File: config.mk
export PLATFORM = sky130hd
export DESIGN_NAME = fifo_uart_tx_flat
export DESIGN_NICKNAME = d
export VERILOG_FILES = /design/src/rtl/fifo_uart_tx_if.sv /design/src/rtl/fifo_uart_tx.sv /design/src/flat_wrapper.sv
export SDC_FILE = /design/constraint.sdc
export NUM_CORES = 1
export LEC_CHECK = 0
export ABC_AREA = 1
export CELL_PAD_IN_SITES_DETAIL_PLACEMENT = 2
export CELL_PAD_IN_SITES_GLOBAL_PLACEMENT = 2
export CORE_AREA = 5 5 63 65
export CTS_BUF_LIST = sky130_fd_sc_hd__clkbuf_8
export DETAILED_ROUTE_END_ITERATION = 16
export DIE_AREA = 0 0 68 70
export PLACE_DENSITY = 0.7
export SETUP_SLACK_MARGIN = 0.4
export SLEW_MARGIN = 25
export SYNTH_ARGS = -nofsm -noshare
export SYNTH_HDL_FRONTEND = slang
export SYNTH_SLANG_ARGS = --single-unit
File: constraint.sdc
create_clock -name i_clk -period 1.49 [get_ports i_clk]
set_clock_uncertainty 0.2 [all_clocks]
set_input_delay 0.298 -clock i_clk [delete_from_list [all_inputs] [get_ports i_clk]]
set_output_delay 0.298 -clock i_clk [all_outputs]
set_load 0.02 [all_outputs]
File: src/rtl/fifo_uart_tx_if.sv
// fifo_uart_tx_if: read-side handshake between an asynchronous FIFO and its
// serial transmit consumer. The FIFO is the master (presents empty flag and
// first-word-fall-through data); the transmitter is the slave (returns the
// read-increment strobe).
interface fifo_uart_tx_if #(
   parameter int unsigned D_SIZE = 8
);
   logic              i_empty;
   logic [D_SIZE-1:0] i_rd_data;
   logic              o_rd_inc;

   modport master (
      output i_empty,
      output i_rd_data,
      input  o_rd_inc
   );

   modport slave (
      input  i_empty,
      input  i_rd_data,
      output o_rd_inc
   );
endinterface

File: src/rtl/fifo_uart_tx.sv
// fifo_uart_tx: drains a first-word-fall-through FIFO and shifts each word out
// as a UART frame (start, data LSB-first, optional parity, stop).
// Build option FIFO_UART_TX_PARITY_EN: when defined, the parity state and the
// parity capture registers are built; when undefined every frame is
// start + D_SIZE data + stop and i_par_en/i_par_typ are ignored.
module fifo_uart_tx #(
   parameter int unsigned D_SIZE       = 8,
   parameter int unsigned CLKS_PER_BIT = 1
) (
   input  logic          i_clk,
   input  logic          i_rstn,
   fifo_uart_tx_if.slave rd_if,
   input  logic          i_par_en,
   input  logic          i_par_typ,
   input  logic          i_hold,
   output logic          o_tx_out,
   output logic          o_busy
);

   localparam int unsigned   CW       = $clog2(CLKS_PER_BIT) + 1;
   localparam int unsigned   BW       = $clog2(D_SIZE + 1);
   localparam logic [CW-1:0] CYC_LAST = CW'(CLKS_PER_BIT - 1);
   localparam logic [BW-1:0] BIT_LAST = BW'(D_SIZE - 1);

`ifdef FIFO_UART_TX_PARITY_EN
   typedef enum logic [2:0] {S_IDLE, S_START, S_DATA, S_PARITY, S_STOP} state_t;
`else
   typedef enum logic [2:0] {S_IDLE, S_START, S_DATA, S_STOP} state_t;
`endif

   state_t            state_q, state_d;
   logic [D_SIZE-1:0] shift_q, shift_d;
   logic [CW-1:0]     cyc_q,   cyc_d;
   logic [BW-1:0]     bit_q,   bit_d;
   logic              tx_q,    tx_d;
   logic              busy_q,  busy_d;
   logic              bit_done;
   logic              load;

`ifdef FIFO_UART_TX_PARITY_EN
   logic              par_en_q,  par_en_d;
   logic              par_bit_q, par_bit_d;
`else
   logic              unused_par_cfg;
   assign unused_par_cfg = i_par_en ^ i_par_typ;
`endif

   // Next-state, word/parity capture and registered line/busy values.
   always_comb begin
      state_d  = state_q;
      shift_d  = shift_q;
      bit_d    = bit_q;
      tx_d     = 1'b1;
      busy_d   = 1'b0;
`ifdef FIFO_UART_TX_PARITY_EN
      par_en_d  = par_en_q;
      par_bit_d = par_bit_q;
`endif
      bit_done = (cyc_q == CYC_LAST);
      cyc_d    = (state_q == S_IDLE || bit_done) ? '0 : cyc_q + CW'(1);
      // Reset gates the pop so no word is consumed while the block is held.
      load     = i_rstn && !rd_if.i_empty && !i_hold &&
                 (state_q == S_IDLE || (state_q == S_STOP && bit_done));

      case (state_q)
         S_IDLE: ;
         S_START: begin
            if (bit_done) begin
               state_d = S_DATA;
               bit_d   = '0;
            end
         end
         S_DATA: begin
            if (bit_done) begin
               if (bit_q == BIT_LAST) begin
`ifdef FIFO_UART_TX_PARITY_EN
                  state_d = par_en_q ? S_PARITY : S_STOP;
`else
                  state_d = S_STOP;
`endif
               end else begin
                  bit_d   = bit_q + BW'(1);
                  shift_d = shift_q >> 1;
               end
            end
         end
`ifdef FIFO_UART_TX_PARITY_EN
         S_PARITY: begin
            if (bit_done) state_d = S_STOP;
         end
`endif
         S_STOP: begin
            if (bit_done) state_d = S_IDLE;
         end
         default: state_d = S_IDLE;
      endcase

      // A load from IDLE or from the final stop cycle starts the next frame
      // directly, giving back-to-back frames with no idle gap.
      if (load) begin
         state_d = S_START;
         shift_d = rd_if.i_rd_data;
         bit_d   = '0;
`ifdef FIFO_UART_TX_PARITY_EN
         par_en_d  = i_par_en;
         par_bit_d = (^rd_if.i_rd_data) ^ i_par_typ;
`endif
      end

      case (state_d)
         S_START:  tx_d = 1'b0;
         S_DATA:   tx_d = shift_d[0];
`ifdef FIFO_UART_TX_PARITY_EN
         S_PARITY: tx_d = par_bit_d;
`endif
         default:  tx_d = 1'b1;
      endcase
      busy_d = (state_d != S_IDLE);
   end

   // State, datapath and output registers; reset returns the line to idle.
   always_ff @(posedge i_clk or negedge i_rstn) begin
      if (!i_rstn) begin
         state_q <= S_IDLE;
         shift_q <= '0;
         cyc_q   <= '0;
         bit_q   <= '0;
         tx_q    <= 1'b1;
         busy_q  <= 1'b0;
`ifdef FIFO_UART_TX_PARITY_EN
         par_en_q  <= 1'b0;
         par_bit_q <= 1'b0;
`endif
      end else begin
         state_q <= state_d;
         shift_q <= shift_d;
         cyc_q   <= cyc_d;
         bit_q   <= bit_d;
         tx_q    <= tx_d;
         busy_q  <= busy_d;
`ifdef FIFO_UART_TX_PARITY_EN
         par_en_q  <= par_en_d;
         par_bit_q <= par_bit_d;
`endif
      end
   end

   assign rd_if.o_rd_inc = load;
   assign o_tx_out       = tx_q;
   assign o_busy         = busy_q;

endmodule
File: src/flat_wrapper.sv
// flat-port wrapper written by rule: the top's interface ports become plain ports
module fifo_uart_tx_flat 
#(
   parameter int unsigned D_SIZE       = 8,
   parameter int unsigned CLKS_PER_BIT = 1
)
  (i_clk, i_rstn, i_par_en, i_par_typ, i_hold, o_tx_out, o_busy, rd_if_i_empty, rd_if_i_rd_data, rd_if_o_rd_inc);
  fifo_uart_tx_if #(.D_SIZE(D_SIZE)) rd_if_i ();
  input  logic i_clk;
  input  logic i_rstn;
  input  logic i_par_en;
  input  logic i_par_typ;
  input  logic i_hold;
  output logic o_tx_out;
  output logic o_busy;
  input wire logic [$bits(rd_if_i.i_empty)-1:0] rd_if_i_empty;
  input wire logic [$bits(rd_if_i.i_rd_data)-1:0] rd_if_i_rd_data;
  output wire logic [$bits(rd_if_i.o_rd_inc)-1:0] rd_if_o_rd_inc;
  assign rd_if_i.i_empty = rd_if_i_empty;
  assign rd_if_i.i_rd_data = rd_if_i_rd_data;
  assign rd_if_o_rd_inc = rd_if_i.o_rd_inc;
  fifo_uart_tx #(.D_SIZE(D_SIZE), .CLKS_PER_BIT(CLKS_PER_BIT)) u_core (.i_clk(i_clk), .i_rstn(i_rstn), .rd_if(rd_if_i), .i_par_en(i_par_en), .i_par_typ(i_par_typ), .i_hold(i_hold), .o_tx_out(o_tx_out), .o_busy(o_busy));
endmodule
==> results of run 1 <==
final cells by class:
type / instances / share of cell area (%)
Multi-Input combinational cell: 74 / 35.4
Sequential cell: 18 / 27.9
Timing Repair Buffer: 47 / 26.8
Inverter: 12 / 3.68
Tap cell: 46 / 3.53
Clock buffer: 3 / 2.53
Clock inverter: 1 / 0.230
logic make-up after synthesis:
| logic type | Yosys count | synth area share, % |
|---|---|---|
| and+or+nand+nor | 60 | 33.2 |
| DFF | 18 | 51.1 |
| buffers and inverters | 12 | 5.66 |
| AOI/OAI and AO/OA | 9 | 6.22 |
| xor gates and xnor gates | 2 | 1.98 |
| adders and majority gates | 1 | 1.41 |
| other | 1 | 0.424 |
layer usage:
layer  vias up  GRT usage, %  routed length [um]
met5         -             0                   0
met4         0          14.1                 111
met3         6          2.56                  78
met2        13          30.2                2170
met1       466          17.5                1420
li1        436             -                   -
through the flow:
step                      area (sq um)  TNS, ps  power, mW  worst slack [ps]  cells
after floorplan                    907        0      0.798              84.5    104
after global placement            1260    -6120      0.936              -793    185
after detailed placement          1260    -6470      0.963              -801    185
after CTS                         1540    -1550       1.39              -213    197
after global routing              1630    -3600       1.53              -295    201
final                             1630    -2510       1.45              -256    201
registers in the layout (all words and copies together), names as in the netlist:
| signal | count |
|---|---|
| u_core.bit_q | 4 |
| u_core.cyc_q | 1 |
| u_core.o_busy | 1 |
| u_core.o_tx_out | 1 |
| u_core.shift_q | 8 |
| u_core.state_q | 3 |
cells in the final DEF (no fill, tap or decap), types with 2 or more instances in the layout:
| cell type | netlist | layout |
|---|---|---|
| o211ai_1 | 2 | 2 |
| clkbuf_8 | 0 | 3 |
| buf_4 | 0 | 21 |
| nand2_2 | 2 | 5 |
| nor2_1 | 3 | 2 |
| clkdlybuf4s50_1 | 0 | 8 |
| inv_4 | 0 | 2 |
| dlygate4sd2_1 | 0 | 3 |
| nand2_4 | 2 | 8 |
| nand3_4 | 1 | 4 |
| dfrtp_2 | 0 | 2 |
| dfrtp_1 | 17 | 15 |
| nand3_1 | 16 | 8 |
| a21oi_2 | 0 | 2 |
| nand2_1 | 32 | 23 |
| inv_2 | 1 | 3 |
| nand3_2 | 1 | 6 |
| inv_1 | 10 | 6 |
| a21oi_4 | 0 | 2 |
| conb_1 | 1 | 2 |
| xor2_1 | 2 | 2 |
| buf_6 | 0 | 14 |
critical path: cells and delay by family, from the launching register on:
family                 cells  cell delay, ps
AOI/OAI and AO/OA          1             180
buffers and inverters      3             250
DFF                        1             430
and+or+nand+nor            1             130
final timing paths:
check,start,endpoint,cells after the start
worst max-delay path,u_core.state_q[0]$_DFF_PN0_,rd_if_o_rd_inc,5
worst min-delay path,i_rstn,u_core.bit_q[2]$_DFFE_PN0P_,2
worst max register to register,u_core.state_q[0]$_DFF_PN0_,u_core.shift_q[6]$_DFFE_PN0P_,9
worst min register to register,u_core.shift_q[5]$_DFFE_PN0P_,u_core.shift_q[5]$_DFFE_PN0P_,2
max in group asynchronous,i_rstn,u_core.o_tx_out$_DFF_PN1_,2
min in group i_clk,u_core.shift_q[5]$_DFFE_PN0P_,u_core.shift_q[5]$_DFFE_PN0P_,2
what timing repair did:
action,CTS,global route
resized for setup,61,16
endpoints found under the setup margin,19,19
hold endpoints to repair,17,17
pin swaps,6,9
setup buffers,8,4
where the power goes:
group          internal (mW)  leakage (nW)  switching (mW)
logic                  0.210         0.511           0.216
registers              0.589         0.224          0.0733
clock network          0.184        0.0269           0.179
total                  0.982         0.761           0.469
==> summary.txt, run 1 <==
CP Data Required Time - 990 ps
Register area - 454 sq um
Post-synth EDFFs - 0
Slew Viols, Final - 0
Final setup fails - 15
Worst Setup Path Type - flop to output pin
Ant. Diodes - 0
Final ANT Viol Nets - 0
Hold Vio Cnt, Final - 17
Most frequent cells after synthesis - nand2_1 (32), dfrtp_1 (17), nand3_1 (16), inv_1 (10), a21oi_1 (4)
Die Ht - 70 um
Largest net degree at the start of global routing - 19
Static Leak - 0.761 nW
Initial antenna violation count - 0
Async SR Flop Fraction - 100%
Synth warn - 0
Routed vias/inst - 4.58
R2r setup slk - -220 ps
Crit-path max FO - 3
Outcome - finished with violations
CTS buffer count - 3
Worst path cell trace - inv_2 -> o21ai_4 -> nand3_4 -> clkinv_4 -> buf_6
Synthesized area per cell - 8.59 sq um
Flops & latches, synth - 18
Synth Instances - 103
Tcrit/Tclk final - 117%
Clk slew on worst S/H paths - 70 ps
Core area - 3280 sq um
Utilization after layout - 49.6%
Most area-consuming cells after synthesis - dfrtp_1 (48%), nand2_1 (14%), nand3_1 (9.1%)
DR vias - 921
Worst path max stage delay - 430 ps
Hold WS - -56.9 ps
DP HPWL - 2020 um
Die area - 4760 sq um
Wirelength, routed - 3780 um
CP Launch Type - flop
Sequential share of the synthesized area - 51.1%
RSZ-0062 raised after global routing - yes
Initial Util - 26.9%
Fmax - 573 MHz
Port Buffers - 14
Routability cong. - 0.770
CP max-delay cell - dfrtp_2
Most frequent cell after synthesis - nand2_1
P&R area growth vs syn - 84.3%
Pwr per Cell Area - 890 nW/um^2
Max cap viols - 0
Filler cells - 362
Detailed-route DRC error count - 0
Post-synth top flop - dfrtp_1
Drt first pass iters - 4
Final WS setup - -256 ps
Clk_lat worst skew - 260 ps
Setup crit end kind - output pin
Post-synth top area cell - dfrtp_1
Max VDD drop - 493 uV
Fin nets - 171
Initial DRC count - 11
H-tree depth - 1
Fin crit period - 1750 ps
CTS Sinks - 18
Multi-input logic area - 577 sq um
CTS tree - done
Synth Cell Area - 885 sq um
Die Wd - 68 um
Wire length per cell - 18.8 um
Layout cell share with drive strength beyond 1 - 52.9%
Worst hold path class - input pin to asynchronous set/reset pin
Failing checks - hold timing, setup timing
Root Driver - clkbuf_8
IO Count - 17
GR Overflow Total - 0
CTS Buffer Depth - 2
Vias in the first global route - 1116
# rows - 21
Worst Path Arrival - 1250 ps
Yosys cell types - 23
First-pass GRT wire length - 5850 um
All-Layer GR Usage - 17.4%
Area share of the largest cell type after synthesis - 48.1%
Note: power is estimated with default switching activity, not from simulation.
==> run 2: changes to the inputs <==
--- a/config.mk
+++ b/config.mk
@@ -5,7 +5,6 @@
 export SDC_FILE = /design/constraint.sdc
 export NUM_CORES = 1
 export LEC_CHECK = 0
-export ABC_AREA = 1
 export CELL_PAD_IN_SITES_DETAIL_PLACEMENT = 2
 export CELL_PAD_IN_SITES_GLOBAL_PLACEMENT = 2
 export CORE_AREA = 5 5 63 65
==> constraint.sdc (replaced) <==
create_clock -name i_clk -period 1.55 [get_ports i_clk]
set_clock_uncertainty 0.2 [all_clocks]
set_input_delay 0.31 -clock i_clk [delete_from_list [all_inputs] [get_ports i_clk]]
set_output_delay 0.31 -clock i_clk [all_outputs]
set_load 0.02 [all_outputs]
==> run 2 against run 1 <==
  * The run still ends with hold timing, setup timing left
  * Sequential power down 6.9%
  * Worst hold slack about the same
  * Combinational power down 2%
  * Die area unchanged
  * Critical path depth unchanged
  * Cell count down 3.5%
  * Final area up 4.8%
  * Wire length up 13%
  * Power down 1.2%
  * Worst setup slack worse by 180 ps
==> summary.txt, run 2 <==
Detailed-route DRC error count - 0 (unchanged)
Initial Util - 28.8% (+1.9 points)
Die Wd - 68 um (unchanged)
Yosys cell types - 35 (+52%)
RR Endpoint - u_core.shift_q[4]$_DFFE_PN0P_
Synth warn - 0 (unchanged)
Placed Area - 1350 sq um (+6.5%)
Most area-consuming cells after synthesis - dfrtp_1 (45%), a22o_1 (6.5%), a21o_1 (4.8%)
Placed insts - 172 (-7.0%)
Max cap viols - 0 (unchanged)
CP max-delay cell - dfrtp_1
Clk_lat worst skew - 260 ps (about the same)
Most frequent cell after synthesis - dfrtp_1
Failing checks - hold timing, setup timing
Most common cell after layout, fill and taps aside - buf_4
Fin crit period - 1980 ps
GR peak layer - met2
Pwr per Cell Area - 839 nW/um^2 (-5.7%)
RSZ-0062 raised after global routing - yes
Layout cell share with drive strength beyond 1 - 54.1% (+1.2 points)
IO Count - 17 (unchanged)
Async SR Flop Fraction - 100% (unchanged)
Worst R2R Path Depth - 6 (-3)
H-tree depth - 1 (unchanged)
Final setup fails - 16 (+1)
Hold Vio Cnt, Final - 17 (unchanged)
Routed vias/inst - 5.12 (+12%)
Max VDD drop - 398 uV (-19%)
Largest net degree at the start of global routing - 20 (+1)
Drt first pass iters - 4 (unchanged)
Initial antenna violation count - 0 (unchanged)
Worst path max stage delay - 420 ps (about the same)
Hold WS - -57.2 ps (-0.296 ps)
Die Ht - 70 um (unchanged)
Seq pwr share - 42.9% (-2.7 points)
Fin nets - 164 (-4.1%)
Initial DRC count - 14 (+3)
Worst Path Arrival - 1470 ps (+220 ps)
CP Data Required Time - 1040 ps (+50 ps)
Switch share - 29.2% (-3.1 points)
Wirelength, routed - 4290 um (+13%)
P&R area growth vs syn - 80.7%
Met3 Track Usage GR - 2.24% (-0.32 points)
Filler cells - 333 (-8.0%)
Ant. Diodes - 0 (unchanged)
# rows - 21 (unchanged)
Wire length per cell - 22.1 um (+18%)
Most frequent cells in the layout - buf_4 (28), buf_6 (17), dfrtp_1 (17)
Met1 usage - 17.4% (-0.082 points)
Synth Cell Area - 946 sq um (+6.9%)
Multi-input logic area - 612 sq um (+6.1%)
Worst hold path class - input pin to asynchronous set/reset pin
Flops & latches, synth - 18 (unchanged)
CTS Sinks - 18 (unchanged)
Synthesized area per cell - 10.4 sq um (+21%)
Routability cong. - 0.762 (-0.97%)
Die area - 4760 sq um (unchanged)
Final Non-Filler Cells - 194 (-3.5%)
Worst path cell trace - buf_4 -> nand3b_1 -> a211o_1 -> clkinv_4 -> buf_6
Slew Viols, Final - 0 (unchanged)
Net Switching - 419 uW (-11%)
Sequential share of the synthesized area - 47.8% (-3.3 points)
Internal - 1.02 mW (+3.3%)
CTS buffer count - 3 (unchanged)
Logic gate share of total power - 29.1% (-0.3 points)
Area share of the largest cell type after synthesis - 45.0% (-3.1 points)
Clock Power Share - 28.0% (+3.0 points)
Biggest regs - u_core.shift_q x8, u_core.bit_q x4, u_core.state_q x3
Setup crit end kind - output pin
CTS tree - done
CTS Buffer Depth - 2 (unchanged)
Fmax - 504 MHz
Crit path buf inv count - 3 (unchanged)
Max reg flops - 8 (unchanged)
Pre-CTS setup slack - -1130 ps (-324 ps)
Post-synth top flop - dfrtp_1
Post-synth EDFFs - 0 (unchanged)
Top delay family on crit path - flip-flops
CP Launch Type - flop
First-pass GRT wire length - 5270 um (-9.9%)
All-Layer GR Usage - 14.6% (-2.8 points)
R2r setup slk - -410 ps (-190 ps)
Final ANT Viol Nets - 0 (unchanged)
Crit-path max FO - 3 (unchanged)
Worst Setup Path Type - flop to output pin
Root Driver - clkbuf_8
DP HPWL - 2280 um (+13%)
Clk slew on worst S/H paths - 80 ps (about the same)
Met2 Usage GRT - 26.2% (-4.0 points)
Worst r2r src - u_core.state_q[0]$_DFF_PN0_
Setup TNS - -5030 ps (-2520 ps)
Most frequent cells after synthesis - dfrtp_1 (17), a21oi_1 (7), a22o_1 (7), a21o_1 (6), o21ai_0 (5)
Port Buffers - 14 (unchanged)
DR vias - 994 (+7.9%)
Register area - 452 sq um (-0.55%)
Outcome - finished with violations
Static Leak - 0.759 nW (-0.26%)
Tcrit/Tclk final - 128%
Vias in the first global route - 1037 (-7.1%)
Top reg by flops - u_core.shift_q
Final WS setup - -434 ps (-177 ps)
Post-synth top area cell - dfrtp_1
Design area - 1710 sq um (+4.8%)
GR Overflow Total - 0 (unchanged)
Core area - 3280 sq um (unchanged)
Synth Instances - 91 (-12%)
## run 2: changes by cell type in the layout (fill, tap and decap cells not counted), sizes merged, moves of 4 or more
cell / delta
a22o: +7
a21o: +6
inv: -9
nand3: -17
nand2b: +4
nand2: -34
buf: +9
## run 2: kinds of logic after synthesis
kind of cell | Yosys count | synth area share, %
DFF | 18 | 47.8
other | 1 | 0.396
adders and majority gates | 1 | 1.32
and+or+nand+nor | 27 | 17.7
buffers and inverters | 8 | 3.57
AOI/OAI and AO/OA | 36 | 29.2
## run 2: what timing repair did
item                       in CTS  in global routing
resized for setup              39                 27
hold endpoints to repair       17                 17
setup endpoints to repair      19                 19
buffers inserted                3                 15
gates cloned                    0                  0
pin swaps                       9                 11
## run 2: power by group through the flow
| stage | clock, mW | combinational (mW) | sequential [mW] |
|---|---|---|---|
| 2_1_floorplan | 0 | 0.137 | 0.613 |
| 3_3_place_gp | 0 | 0.276 | 0.603 |
| 3_5_place_dp | 0 | 0.294 | 0.612 |
| 4_1_cts | 0.401 | 0.323 | 0.606 |
| 5_1_grt | 0.445 | 0.447 | 0.626 |
| 6_report | 0.401 | 0.417 | 0.616 |
## run 2: routing by layer
metal  up-vias  part of all wire, %  routed length (um)
met5         -                    0                   0
met4         0                  3.3                 142
met3        12                  2.3                  99
met2        20                   55                2370
met1       512                   39                1680
li1        450                    -                   -
## run 2: final cells by class
cell class / instances / share of cell area, %
repair buffers: 56 / 30.0
flip-flops and latches: 18 / 26.4
clock buffers: 4 / 3.22
multi-input cells: 66 / 35.8
inverters: 4 / 1.17
well taps: 46 / 3.37
## run 2: how the worst max path moves through the flow
stage	from	to	depth (start not counted)
2_1_floorplan	rd_if_i_empty	u_core.shift_q[1]$_DFFE_PN0P_	6
3_3_place_gp	i_rstn	rd_if_o_rd_inc	5
3_5_place_dp	i_rstn	rd_if_o_rd_inc	5
4_1_cts	u_core.state_q[0]$_DFF_PN0_	rd_if_o_rd_inc	4
5_1_grt	u_core.state_q[0]$_DFF_PN0_	rd_if_o_rd_inc	5
6_report	u_core.state_q[0]$_DFF_PN0_	rd_if_o_rd_inc	5
## run 2: per-stage QoR
stage	util, %	power, mW	hold WS, ps
after floorplan	-	0.750	-186
after global placement	41.0	0.879	262
after detailed placement	41.0	0.907	273
after CTS	45.4	1.33	-49.0
after global routing	52.0	1.52	-64.1
final	52.0	1.43	-57.2
==> run 3: changes to the inputs <==
--- a/config.mk
+++ b/config.mk
@@ -11,7 +11,8 @@
 export CTS_BUF_LIST = sky130_fd_sc_hd__clkbuf_8
 export DETAILED_ROUTE_END_ITERATION = 16
 export DIE_AREA = 0 0 68 70
-export PLACE_DENSITY = 0.7
+export MAX_ROUTING_LAYER = met4
+export PLACE_DENSITY = 0.77
 export SETUP_SLACK_MARGIN = 0.4
 export SLEW_MARGIN = 25
 export SYNTH_ARGS = -nofsm -noshare
==> run 3 against run 2 <==
  * The run still ends with hold timing, setup timing left
  * Maximum frequency rose by 0.20%
  * Flip-flop and latch count unchanged
  * Largest cell class unchanged
  * Worst setup slack improved by 4.0 ps
  * Critical path type is now flop to flop
  * Combinational power is 18% lower
  * Cell count shrank 7.2%
==> summary.txt, run 3 (synthesized netlist as in run 2, its figures left out) <==
Outcome - finished with violations
Failing checks - hold timing, setup timing
Worst hold path class - input pin to asynchronous set/reset pin
CP Data Required Time - 1530 ps (+490 ps)
CTS tree - done
GR Overflow Total - 0 (unchanged)
Most common cell after layout, fill and taps aside - buf_4
Worst Setup Path Type - flop to flop
Final ANT Viol Nets - 0 (unchanged)
CP Launch Type - flop
Hold WS - -65.8 ps (-8.63 ps)
Detailed-route DRC error count - 0 (unchanged)
Largest net degree at the start of global routing - 20 (unchanged)
Top delay family on crit path - simple AND/OR/NAND/NOR gates
H-tree depth - 1 (unchanged)
Crit path launch - u_core.state_q[1]$_DFF_PN0_
Clk_lat worst skew - 250 ps (about the same)
Crit-path max FO - 10 (+7)
DP HPWL - 2300 um (+0.85%)
Routed vias/inst - 5.08 (-0.90%)
Initial antenna violation count - 0 (unchanged)
Final WS setup - -430 ps (+3.98 ps)
Core area - 3280 sq um (unchanged)
Worst path max stage delay - 530 ps (+110 ps)
Fmax - 505 MHz (+0.20%)
Worst r2r src - u_core.state_q[1]$_DFF_PN0_
Worst Path Arrival - 1960 ps (+490 ps)
Pwr per Cell Area - 879 nW/um^2 (+4.8%)
Wire length per cell - 19.1 um (-14%)
Max reg flops - 8 (unchanged)
CTS buffer count - 3 (unchanged)
RSZ-0062 raised after global routing - yes
Clk slew on worst S/H paths - 70 ps (about the same)
Biggest regs - u_core.shift_q x8, u_core.bit_q x4, u_core.state_q x3
CP max-delay cell - or4b_4
CTS Sinks - 18 (unchanged)
Tcrit/Tclk final - 128% (-0.26 points)
Routability cong. - 0.798 (+4.7%)
Vias in the first global route - 1073 (+3.5%)
Port Buffers - 14 (unchanged)
Wirelength, routed - 3440 um (-20%)
Max VDD drop - 403 uV (+1.2%)
All-Layer GR Usage - 14.7% (+0.15 points)
Multi-input logic area - 569 sq um (-7.0%)
Hold Vio Cnt, Final - 17 (unchanged)
Fin nets - 150 (-8.5%)
IO Count - 17 (unchanged)
Register area - 452 sq um (unchanged)
DR vias - 914 (-8.0%)
Max cap viols - 0 (unchanged)
Ant. Diodes - 0 (unchanged)
Layout cell share with drive strength beyond 1 - 42.5% (-12 points)
CTS Buffer Depth - 2 (unchanged)
First-pass GRT wire length - 5240 um (-0.65%)
Static Leak - 0.670 nW (-12%)
P&R area growth vs syn - 61.4%
Filler cells - 332 (-0.30%)
Placed insts - 172 (unchanged)
Initial Util - 28.8% (unchanged)
Die Ht - 70 um (unchanged)
Die Wd - 68 um (unchanged)
Most frequent cells in the layout - buf_4 (23), dfrtp_1 (17), clkdlybuf4s50_1 (8), buf_6 (8), a22o_1 (7)
Crit path buf inv count - 1 (-2)
Drt first pass iters - 4 (unchanged)
Utilization after layout - 46.5% (-5.6 points)
Die area - 4760 sq um (unchanged)
Fin crit period - 1980 ps (-3.98 ps)
Root Driver - clkbuf_8
Slew Viols, Final - 0 (unchanged)
Worst path cell trace - buf_6 -> or4b_4 -> nor3_4 -> a211oi_4 -> o31a_1
Initial DRC count - 30 (+16)
Top reg by flops - u_core.shift_q
# rows - 21 (unchanged)
Final Non-Filler Cells - 180 (-7.2%)
Final setup fails - 15 (-1)
Setup crit end kind - flop
==> run 3: changes by cell type in the layout (fill, tap and decap cells not counted), sizes merged <==
cell / change
buf: -14
==> run 3: final cells by class <==
cell class / count / share of cell area [%]
multi-input cells: 66 / 37.3
inverters: 4 / 1.31
flip-flops and latches: 18 / 29.6
well taps: 46 / 3.77
repair buffers: 42 / 24.4
clock buffers: 4 / 3.61
==> run 3: final timing paths <==
path | to | slack, ps | cells after the start
setup / recovery | u_core.o_tx_out$_DFF_PN1_ | -430 | 5
hold / removal | u_core.state_q[0]$_DFF_PN0_ | -70 | 2
setup reg to reg | u_core.o_tx_out$_DFF_PN1_ | -430 | 5
hold reg to reg | u_core.shift_q[2]$_DFFE_PN0P_ | 290 | 1
max in group asynchronous | u_core.o_tx_out$_DFF_PN1_ | 950 | 2
min in group i_clk | u_core.shift_q[2]$_DFFE_PN0P_ | 290 | 1
==> run 3: worst reg2reg max path: stages (launching register included) <==
cell and delay (ps):
dfrtp_1 430, buf_6 170, or4b_4 530, nor3_4 200, a211oi_4 70, o31a_1 300
==> run 3: power breakdown <==
| part | switching [mW] | total (mW) | internal, mW |
|---|---|---|---|
| Combinational | 0.150 | 0.341 | 0.190 |
| Clock | 0.165 | 0.391 | 0.226 |
| Sequential | 0.0558 | 0.610 | 0.554 |
==> run 3: layer usage <==
layer / GRT usage [%] / share of wire, % / up-vias
met1: 17.6 / 42 / 472
met5: - / 0 / -
li1: - / - / 422
met2: 25.6 / 54 / 14
met3: 1.60 / 2.1 / 6
met4: 3.97 / 1.7 / 0
==> run 3: timing repair <==
item | 4_1_cts | 5_1_grt
buffers inserted | 2 | 2
setup endpoints to repair | 19 | 19
hold endpoints to repair | 17 | 17
pin swaps | 5 | 2
gates resized for setup | 31 | 16
==> run 3: stage by stage <==
stage	setup WS, ps	power [mW]	TNS (ps)	instance area [sq um]
2_1_floorplan	-192	0.750	-2080	1000
3_3_place_gp	-1110	0.888	-10370	1350
3_5_place_dp	-1100	0.917	-10960	1350
4_1_cts	-382	1.33	-4710	1440
5_1_grt	-507	1.42	-6010	1530
6_report	-430	1.34	-4760	1530
